File: src/rtl/diff_freq_pkg.sv
// Shared definitions for the diff_freq_channel serial output engine:
// FSM state encodings, field widths and the captured command-field record.
package diff_freq_pkg;

  localparam int unsigned PERIOD_W = 8;
  localparam int unsigned SEL_W    = 4;

  typedef enum logic [1:0] {
    S_IDLE = 2'b00,
    S_RUN  = 2'b01,
    S_DONE = 2'b10
  } state_e;

  // Timing and mode fields of a decoded command (patterns are sized per instance)
  typedef struct packed {
    logic                mode;
    logic [PERIOD_W-1:0] slow;
    logic [PERIOD_W-1:0] fast;
  } cmd_cfg_t;

endpackage

File: src/rtl/diff_freq_channel_bit_timer.sv
// bit_timer: 8-bit loadable down-counter timing one serial bit.
//   clk, rst  : clock, async active-high reset
//   load      : load load_val (takes priority over en)
//   load_val  : remaining clocks of the new bit (period)
//   en        : count down one step
//   cnt       : current count
//   zero      : registered flag, high while the count sits at 0 and the timer is active
module bit_timer
  import diff_freq_pkg::*;
(
  input  logic                clk,
  input  logic                rst,
  input  logic                load,
  input  logic [PERIOD_W-1:0] load_val,
  input  logic                en,
  output logic [PERIOD_W-1:0] cnt,
  output logic                zero
);

  // zero drops whenever the timer is neither loaded nor enabled, so it reads 0 outside a run
  always_ff @(posedge clk or posedge rst) begin
    if (rst) begin
      cnt  <= '0;
      zero <= 1'b0;
    end else if (load) begin
      cnt  <= load_val;
      zero <= (load_val == '0);
    end else if (en) begin
      if (cnt != '0) cnt <= cnt - PERIOD_W'(1);
      zero <= (cnt <= PERIOD_W'(1));
    end else begin
      zero <= 1'b0;
    end
  end

endmodule

File: src/rtl/diff_freq_channel.sv
// diff_freq_channel: per-channel serial output engine behind the UART command decoder.
// Captures commands addressed to CHANNEL_ID and shifts the output pattern out LSB-first,
// each bit held slow_period+1 or fast_period+1 clocks as chosen by the frequency pattern.
// Optional macro DIFF_FREQ_SHADOW_EN: config-only commands received while running are
// held in a shadow set and applied at the next continuous-mode wrap.
// Ports:
//   clk, rst            : clock, async active-high reset
//   i_done_tick         : decoder command-valid strobe
//   i_output_pattern    : bit values to emit
//   i_freq_pattern      : per bit, 1 = fast period, 0 = slow period
//   i_sel_out           : channel address
//   i_start, i_stop     : start / stop commands (stop wins)
//   i_mode              : 0 = one-shot, 1 = continuous
//   i_slow_period       : slow bit length minus 1
//   i_fast_period       : fast bit length minus 1
//   o_serial_out        : registered serial output
//   o_bit_tick          : high on the last clock of each bit
//   o_busy              : high while running
//   o_done_tick         : one-cycle pulse at the end of each pass
module diff_freq_channel
  import diff_freq_pkg::*;
#(
  parameter int unsigned DATA_BIT   = 32,
  parameter int unsigned CHANNEL_ID = 0,
  parameter logic        IDLE_LEVEL = 1'b0
) (
  input  logic                clk,
  input  logic                rst,
  input  logic                i_done_tick,
  input  logic [DATA_BIT-1:0] i_output_pattern,
  input  logic [DATA_BIT-1:0] i_freq_pattern,
  input  logic [SEL_W-1:0]    i_sel_out,
  input  logic                i_start,
  input  logic                i_stop,
  input  logic                i_mode,
  input  logic [PERIOD_W-1:0] i_slow_period,
  input  logic [PERIOD_W-1:0] i_fast_period,
  output logic                o_serial_out,
  output logic                o_bit_tick,
  output logic                o_busy,
  output logic                o_done_tick
);

  localparam int unsigned IDX_W = $clog2(DATA_BIT);
  localparam logic [IDX_W-1:0] IDX_LAST = IDX_W'(DATA_BIT - 1);

  state_e              state_q, state_d;
  logic [IDX_W-1:0]    idx_q, idx_d;
  logic [DATA_BIT-1:0] pat_q, pat_d;
  logic [DATA_BIT-1:0] freq_q, freq_d;
  cmd_cfg_t            cfg_q, cfg_d;
  cmd_cfg_t            in_cfg;
  logic                serial_q, serial_d;
  logic                busy_q, busy_d;
  logic                done_q, done_d;

  logic                tmr_load, tmr_en, tmr_zero, tmr_zero_nxt;
  logic [PERIOD_W-1:0] tmr_val, tmr_cnt;

  logic cmd_acc, cmd_stop, cmd_start, cmd_cfg;

`ifdef DIFF_FREQ_SHADOW_EN
  logic [DATA_BIT-1:0] sh_pat_q, sh_pat_d;
  logic [DATA_BIT-1:0] sh_freq_q, sh_freq_d;
  cmd_cfg_t            sh_cfg_q, sh_cfg_d;
  logic                pend_q, pend_d;
`endif

  assign in_cfg    = {i_mode, i_slow_period, i_fast_period};
  assign cmd_acc   = i_done_tick && (i_sel_out == SEL_W'(CHANNEL_ID));
  assign cmd_stop  = cmd_acc && i_stop;
  assign cmd_start = cmd_acc && !i_stop && i_start;
  assign cmd_cfg   = cmd_acc && !i_stop && !i_start;

  bit_timer u_bit_timer (
    .clk      (clk),
    .rst      (rst),
    .load     (tmr_load),
    .load_val (tmr_val),
    .en       (tmr_en),
    .cnt      (tmr_cnt),
    .zero     (tmr_zero)
  );

  // Value the timer's zero flag will take after this edge (used to look ahead for done)
  assign tmr_zero_nxt = tmr_load ? (tmr_val == '0) : (tmr_en && (tmr_cnt == PERIOD_W'(1)));

  // Next-state, working-register and output logic
  always_comb begin
    state_d  = state_q;
    idx_d    = idx_q;
    pat_d    = pat_q;
    freq_d   = freq_q;
    cfg_d    = cfg_q;
    tmr_load = 1'b0;
    tmr_en   = 1'b0;
    tmr_val  = '0;
    serial_d = IDLE_LEVEL;
    busy_d   = 1'b0;
    done_d   = 1'b0;
`ifdef DIFF_FREQ_SHADOW_EN
    sh_pat_d  = sh_pat_q;
    sh_freq_d = sh_freq_q;
    sh_cfg_d  = sh_cfg_q;
    pend_d    = pend_q;
`endif

    if (cmd_stop) begin
      state_d = S_IDLE;
`ifdef DIFF_FREQ_SHADOW_EN
      pend_d  = 1'b0;
`endif
    end else if (cmd_start) begin
      pat_d    = i_output_pattern;
      freq_d   = i_freq_pattern;
      cfg_d    = in_cfg;
      state_d  = S_RUN;
      idx_d    = '0;
      tmr_load = 1'b1;
      tmr_val  = i_freq_pattern[0] ? i_fast_period : i_slow_period;
`ifdef DIFF_FREQ_SHADOW_EN
      pend_d   = 1'b0;
`endif
    end else begin
      case (state_q)
        S_RUN: begin
`ifdef DIFF_FREQ_SHADOW_EN
          if (cmd_cfg) begin
            sh_pat_d  = i_output_pattern;
            sh_freq_d = i_freq_pattern;
            sh_cfg_d  = in_cfg;
            pend_d    = 1'b1;
          end
`endif
          if (!tmr_zero) begin
            tmr_en = 1'b1;
          end else if (idx_q != IDX_LAST) begin
            idx_d    = idx_q + IDX_W'(1);
            tmr_load = 1'b1;
            tmr_val  = freq_q[idx_d] ? cfg_q.fast : cfg_q.slow;
          end else if (cfg_q.mode) begin
`ifdef DIFF_FREQ_SHADOW_EN
            // Pending shadow set (including one arriving this very edge) takes effect on wrap
            if (pend_d) begin
              pat_d  = sh_pat_d;
              freq_d = sh_freq_d;
              cfg_d  = sh_cfg_d;
              pend_d = 1'b0;
            end
`endif
            idx_d    = '0;
            tmr_load = 1'b1;
            tmr_val  = freq_d[0] ? cfg_d.fast : cfg_d.slow;
          end else begin
            state_d = S_DONE;
            done_d  = 1'b1;
          end
        end
        S_DONE: begin
          state_d = S_IDLE;
          if (cmd_cfg) begin
            pat_d  = i_output_pattern;
            freq_d = i_freq_pattern;
            cfg_d  = in_cfg;
`ifdef DIFF_FREQ_SHADOW_EN
            pend_d = 1'b0;
`endif
          end
        end
        default: begin
          if (cmd_cfg) begin
            pat_d  = i_output_pattern;
            freq_d = i_freq_pattern;
            cfg_d  = in_cfg;
`ifdef DIFF_FREQ_SHADOW_EN
            pend_d = 1'b0;
`endif
          end
        end
      endcase
    end

    if (state_d == S_RUN) begin
      busy_d   = 1'b1;
      serial_d = pat_d[idx_d];
      // Continuous mode: done pulses together with the bit tick of the final bit
      if (cfg_d.mode && (idx_d == IDX_LAST) && tmr_zero_nxt) done_d = 1'b1;
    end
  end

  // State and output registers
  always_ff @(posedge clk or posedge rst) begin
    if (rst) begin
      state_q  <= S_IDLE;
      idx_q    <= '0;
      pat_q    <= '0;
      freq_q   <= '0;
      cfg_q    <= '0;
      serial_q <= IDLE_LEVEL;
      busy_q   <= 1'b0;
      done_q   <= 1'b0;
    end else begin
      state_q  <= state_d;
      idx_q    <= idx_d;
      pat_q    <= pat_d;
      freq_q   <= freq_d;
      cfg_q    <= cfg_d;
      serial_q <= serial_d;
      busy_q   <= busy_d;
      done_q   <= done_d;
    end
  end

`ifdef DIFF_FREQ_SHADOW_EN
  // Shadow set for config updates received mid-run
  always_ff @(posedge clk or posedge rst) begin
    if (rst) begin
      sh_pat_q  <= '0;
      sh_freq_q <= '0;
      sh_cfg_q  <= '0;
      pend_q    <= 1'b0;
    end else begin
      sh_pat_q  <= sh_pat_d;
      sh_freq_q <= sh_freq_d;
      sh_cfg_q  <= sh_cfg_d;
      pend_q    <= pend_d;
    end
  end
`endif

  assign o_serial_out = serial_q;
  assign o_bit_tick   = tmr_zero;
  assign o_busy       = busy_q;
  assign o_done_tick  = done_q;

endmodule

File: config.mk
export PLATFORM = sky130hd
export DESIGN_NAME = diff_freq_channel
export DESIGN_NICKNAME = d
export VERILOG_FILES = /design/src/rtl/diff_freq_pkg.sv /design/src/rtl/diff_freq_channel_bit_timer.sv /design/src/rtl/diff_freq_channel.sv
export SDC_FILE = /design/constraint.sdc
export NUM_CORES = 1
export LEC_CHECK = 0
export ABC_CLOCK_PERIOD_IN_PS = 3950
export BUFFER_PORTS_ARGS = -buffer_cell sky130_fd_sc_hd__buf_2
export CORE_MARGIN = 2
export CORE_UTILIZATION = 50
export DETAILED_ROUTE_END_ITERATION = 8
export HOLD_SLACK_MARGIN = 0.03
export PLACE_DENSITY = 0.78
export SLEW_MARGIN = 20
export SYNTH_ARGS = -nofsm -noshare
export SYNTH_HDL_FRONTEND = slang
export SYNTH_SLANG_ARGS = --single-unit
File: constraint.sdc
create_clock -name clk -period 3.95 [get_ports clk]
set_clock_uncertainty 0.2 [all_clocks]
set_input_delay 0.1975 -clock clk [delete_from_list [all_inputs] [get_ports clk]]
set_output_delay 0.1975 -clock clk [all_outputs]
set_load 0.02 [all_outputs]
* After elaboration in Yosys (flattened, before gate mapping)
Cells that the tools add are included.
** Storage, ports and cells
- Register bits :: 100
- Input port bits :: 90
- Output and inout bits :: 4
- Word-level logic and storage cells :: 105
** Cells by class
- $add $sub $neg :: 2
- Order comparisons :: 3
- Equality and inequality tests :: 7
- Muxes and demuxes :: 62
- Bitwise gates (word level) :: 1
- Reduce and logical (&&, ||, !) cells :: 18
** Operators by type and width (number)
- $mux 32 :: 7
- $mux 8 :: 12
- $mux 17 :: 4
- $mux 5 :: 6
- $mux 1 :: 25
- $lt 5x6->1 const B :: 2
- $bmux 1 s5 :: 2
- $mux 2 :: 5
- $eq 8x1->1 const B :: 1
- $le 8x1->1 const B :: 1
- $logic_and 1x1->1 :: 8
- $logic_not 8->1 :: 1
- $reduce_bool 8->1 :: 1
- $sub 8x1->8 const B :: 1
- $reduce_bool 2->1 :: 3
- $add 5x1->5 const B :: 1
- $eq 5x5->1 const B :: 1
- $ne 5x5->1 const B :: 1
- $eq 2x1->1 const B :: 2
- $logic_not 4->1 :: 1
- $pmux 2 s2 :: 1
- $reduce_and 3->1 :: 1
- $eq 2x2->1 const B :: 1
- $logic_not 1->1 :: 2
- 3 further kinds :: 3

* Logic depth before layout (Yosys ltp)
- Word-level depth :: 14
- Mapped depth :: 13
- Depth with buffers taken out :: 11

* Cells and area by module
Synthesis repeated with hierarchy kept, for this count alone.
** Unflattened totals
- Cell total of the unflattened synthesis :: 493
- Area total of the unflattened synthesis :: 5561.6 um^2
** By module, submodules not included
- diff_freq_channel :: instances 1, cells each 423, area an instance 4981.0 um^2, sequential area each 2277.2 um^2
- bit_timer :: instances 1, cells each 70, area an instance 580.6 um^2, sequential area each 225.2 um^2

* Worst setup path after synthesis
No wires, ideal clock.
- Path type :: register -> register
- From :: register idx_q[0]
- To :: register done_q (netlist: o_done_tick)
- Library setup time :: 0.092 ns
- Data arrival time :: 2.927 ns
- Required time :: 3.658 ns
- Setup slack :: 0.732 ns
- Cell stages (with the launch flop) :: 11
- Buffers on the path :: 1
- Period minus slack after synthesis :: 3.218 ns
- Path through :: dfrtp_1 ha_1 buf_6 mux4_1 mux4_2 mux2i_4 mux2i_1 o221ai_1 o21ai_0 nand3_1 o31ai_2
** On the way
- Word-level cells in the longest chain between the ends :: 14
- Elaborated cells between the ends (all ways) :: 39
- Those cells by class :: add/sub (1); eq/ne (3); mux (32); reduce/logical (3)
** Ends and longest elaborated chain
- from (decl) :: RTL line diff_freq_channel.sv:48 : logic [IDX_W-1:0] idx_q, idx_d;
- from (signal assigned) :: RTL line diff_freq_channel.sv:204 : idx_q <= idx_d;
- $add 5x1->5 :: RTL line diff_freq_channel.sv:138 : idx_d = idx_q + IDX_W'(1);
- $bmux 1 s5 :: RTL line diff_freq_channel.sv:140 : tmr_val = freq_q[idx_d] ? cfg_q.fast : cfg_q.slow;
- $mux 1 (implied by the code) :: RTL line diff_freq_channel.sv:140
- $mux 8 :: RTL line diff_freq_channel.sv:140
- $mux 8 :: RTL line diff_freq_channel.sv:137 : end else if (idx_q != IDX_LAST) begin
- $mux 8 :: RTL line diff_freq_channel.sv:135 : if (!tmr_zero) begin
- $mux 8 :: RTL line diff_freq_channel.sv:125 : case (state_q)
- $mux 8 :: RTL line diff_freq_channel.sv:113 : end else if (cmd_start) begin
- $mux 8 :: RTL line diff_freq_channel.sv:108 : if (cmd_stop) begin
- $logic_not 8->1 :: RTL line diff_freq_channel.sv:86 : assign tmr_zero_nxt = tmr_load ? (tmr_val == '0) : (tmr_en && (tmr_cnt == PERIOD_W'(1)));
- $mux 1 :: RTL line diff_freq_channel.sv:86
- $logic_and 1x1->1 :: RTL line diff_freq_channel.sv:187 : if (cfg_d.mode && (idx_d == IDX_LAST) && tmr_zero_nxt) done_d = 1'b1;
- $mux 1 :: RTL line diff_freq_channel.sv:187
- $mux 1 (*) :: RTL line diff_freq_channel.sv:183 : if (state_d == S_RUN) begin
- named net done_d :: RTL line diff_freq_channel.sv:55 : logic done_q, done_d;
- to (signal assigned) :: RTL line diff_freq_channel.sv:210 : done_q <= done_d;
- to (decl) :: RTL line diff_freq_channel.sv:55
The timed path passes the listed nets; every way through them passes the cells marked *. The select of a mux whose other input is x is not followed.
A chain may end at the register's enable or synchronous reset.

* Worst setup path after layout
- From :: register idx_q[1]
- To :: register done_q (netlist: o_done_tick)
The elaborated chain is that of the path after synthesis.

==> Flow_metrics.wiki <==
{| class="wikitable"
! Metric !! Value
|-
| I/O Pins || 94
|-
| Die Ht || 108 um
|-
| List of most frequent post-synthesis cells || sky130_fd_sc_hd__dfrtp_1 (100), sky130_fd_sc_hd__mux2_2 (89), sky130_fd_sc_hd__mux2i_1 (38)
|-
| Ratio of final minimum period to clock period || 92.9%
|-
| Flip-flop and latch area || 0.00250 sq mm
|-
| Unrepaired setup endpoints after global routing || false
|-
| Number of buffer and inverter instances along the worst setup path || 0
|-
| Clk Tree Root Cell || sky130_fd_sc_hd__clkbuf_8
|-
| Post-synthesis area per instance || 12.6 sq um
|-
| Hold/Removal Path Class || in -> reg
|-
| Input/output buffers || 93
|-
| Total chip power || 3150 uW
|-
| Share of post-route cells with drive strength above 1 || 37.5%
|-
| Routability congestion estimate from global placement || 0.881
|-
| Required @ worst endpoint || 4.03 ns
|-
| Run status || completed
|-
| Warnings from Yosys || 0
|-
| Final setup TNS || 0 ns
|-
| Fillers || 759
|-
| Area Overhead vs Synth || 29.3%
|-
| Pwr Density || 453 mW/mm^2
|-
| Initial drt markers || 240
|-
| Area used by multi-input combinational logic || 0.00270 sq mm
|-
| Slowest cell on crit path || sky130_fd_sc_hd__mux4_1
|-
| Total iterations of the first detailed-routing run || 4
|-
| Starting Density || 51.8%
|-
| Arrival @ worst endpoint || 3.75 ns
|-
| Congestion Overflow GR || 0
|-
| Maximum ir drop on the vdd rail || 0.000361 V
|-
| Post-CTS setup buffer count || 0
|-
| Die span in x || 108 um
|-
| Primary flip-flop cell chosen by synthesis mapping || sky130_fd_sc_hd__dfrtp_1
|-
| Final number of max-transition violations || 0
|-
| Synthesized area || 0.00537 sq mm
|-
| Slew @ Worst Pin || 0.953 ns
|-
| Crit-path leading delay family || multiplexers
|-
| Post-CTS sizing || 0
|-
| Fmax || 273 MHz
|-
| Top area cells in the synthesized netlist || sky130_fd_sc_hd__dfrtp_1 (47%), sky130_fd_sc_hd__mux2_2 (19%), sky130_fd_sc_hd__mux2i_1 (7.1%)
|-
| Worst setup slack for register-to-register paths || 0.28 ns
|-
| Htree depth || 3
|-
| Via count of the first global-routing pass || 4,316
|-
| Most repeated cell in the gate-level netlist after synthesis || sky130_fd_sc_hd__dfrtp_1
|-
| Synthesized instance count || 427
|-
| Number of buffers on the longest clock path || 2
|-
| Final-report setup violation count || 0
|-
| Worst-path clk slew || 0.09 ns
|-
| Register area share after synthesis || 46.6%
|-
| Count of vias placed by the detailed router || 4,093
|-
| Post-synthesis net count || 522
|-
| WS Path Type || reg -> reg
|-
| Shortest clock period the worst path allows after layout || 3.67 ns
|-
| Mean routed wirelength per cell || 17.5 um
|-
| Critical Path Fanout Max || 9
|-
| TritonCTS clock tree || done
|-
| Post-synthesis sequential element count || 100
|-
| Clock buffer count from CTS || 9
|-
| Worst Setup End Kind || flip-flop
|-
| Total wire length || 13.0 mm
|-
| Total inserted antenna cells || 0
|-
| Slew Limit Headroom || 36.5%
|-
| Number of enable flip-flop cells after synthesis || 0
|-
| Cell type with the highest aggregate area in the netlist || sky130_fd_sc_hd__dfrtp_1
|-
| Slowest Stage Delay on Critical Path || 0.60 ns
|-
| Average vias per placed instance || 5.52
|-
| Initial antenna violation count || 0
|-
| Antenna viol nets, final || 0
|-
| Post-synth ARST share || 100%
|-
| Ordered list of cells on the worst path || ha_1 -> mux4_1 -> mux4_2 -> mux2i_4 -> nor4_1 -> nor3_1 -> nand4_1 -> nor2b_4 -> o31ai_2
|-
| Num Clock Sinks || 100
|-
| Post-synth top area share || 46.6%
|-
| Hold-fix buffers at CTS || 82
|-
| Type of element launching the critical path || flip-flop
|-
| Clock insertion delay at the later pin of the skew report || 0.38 ns
|-
| Standby leakage power || 0.00312 uW
|-
| Half-perimeter wire length after detailed placement || 8.66 mm
|-
| Rows || 37
|-
| Global-route wire length before repair || 21.5 mm
|-
| Tot GR Track Use || 24.0%
|-
| Nets@finish || 696
|-
| DR DRC count || 0
|-
| Die Outline Area || 0.0116 sq mm
|-
| Number of violations of the max-capacitance limit || 0
|-
| Core area || 0.0104 sq mm
|-
| Hold violation count in the final report || 0
|-
| Library cells used by synthesis || 57
|-
| Pin count of the biggest net entering global routing || 79
|}
## per-stage QoR
stage	cells	cell area, sq um	utilization [%]	hold WS, ns	worst slack [ns]
2_1_floorplan	427	5370	-	0.114	0.732
3_3_place_gp	644	5940	57.3	0.217	0.423
3_5_place_dp	644	5940	57.3	0.232	0.270
4_1_cts	742	6950	67.0	0.0835	0.249
5_1_grt	742	6950	67.0	0.0948	0.101
6_report	742	6950	67.0	0.112	0.280
## kinds of logic (layout without fill, tap and decap cells)
family	Yosys count	after routing	share of synthesized area, %
adder cells (fa/ha/maj)	5	5	1.16
XOR/XNOR	6	6	0.978
flip-flops	100	100	46.6
buffers and inverters	32	211	3.40
multiplexers	140	140	30.9
AO/OA/AOI/OAI	48	48	6.82
AND/OR/NAND/NOR	96	96	10.2
## flip-flops by register name, indices dropped and copies added (netlist names)
name,flops
cfg_q,17
u_bit_timer.cnt,8
u_bit_timer.zero,1
idx_q,5
o_done_tick,1
o_busy,1
freq_q,32
pat_q,32
o_serial_out,1
state_q,2
## worst paths after layout
| kind | from | to | depth (start not counted) |
|---|---|---|---|
| setup / recovery | idx_q[1]$_DFF_PP0_ | o_done_tick$_DFF_PP0_ | 9 |
| max in group asynchronous | rst | cfg_q[10]$_DFFE_PP0P_ | 4 |
| hold reg to reg | pat_q[30]$_DFF_PP0_ | pat_q[30]$_DFF_PP0_ | 1 |
| setup reg to reg | idx_q[1]$_DFF_PP0_ | o_done_tick$_DFF_PP0_ | 9 |
| hold / removal | i_freq_pattern[0] | freq_q[0]$_DFFE_PP0P_ | 2 |
| min in group asynchronous | rst | freq_q[19]$_DFFE_PP0P_ | 3 |
## cells in the final DEF (no fill, tap or decap), drive strengths merged, types with 3 or more instances in the layout
cell,n
nand3b,3
nand2b,5
mux2i,39
o221ai,5
or3,4
nand2,11
nor3b,3
nor4,11
a22oi,4
nor2b,4
mux4,10
o21ai,11
and3,6
xnor2,3
a21oi,4
inv,14
ha,5
clkbuf,12
nand3,8
mux2,91
xor2,3
dfrtp,100
dlygate4sd3,82
nor3,8
nor2,23
buf,101
o22ai,6
## final cells by class
cell class | instances | share of cell area, %
tap | 136 | 2.45
clock inverter | 4 | 0.432
multi-input combinational | 295 | 38.8
clock buffer | 12 | 2.23
inverter | 12 | 0.684
timing repair buffer | 183 | 19.4
sequential | 100 | 36.0
## metal layers
layer	part of all wire [%]	global-route usage (%)
met4	1.5	6.96
met5	0	0
met1	43	30.7
met2	51	41.6
met3	4.4	4.48
## power breakdown
| part | internal (uW) | switching [uW] |
|---|---|---|
| Clock | 268 | 360 |
| Combinational | 608 | 517 |
| Sequential | 1240 | 153 |
| Total | 2120 | 1030 |
No activity file was read; power rests on OpenSTA's default activity.
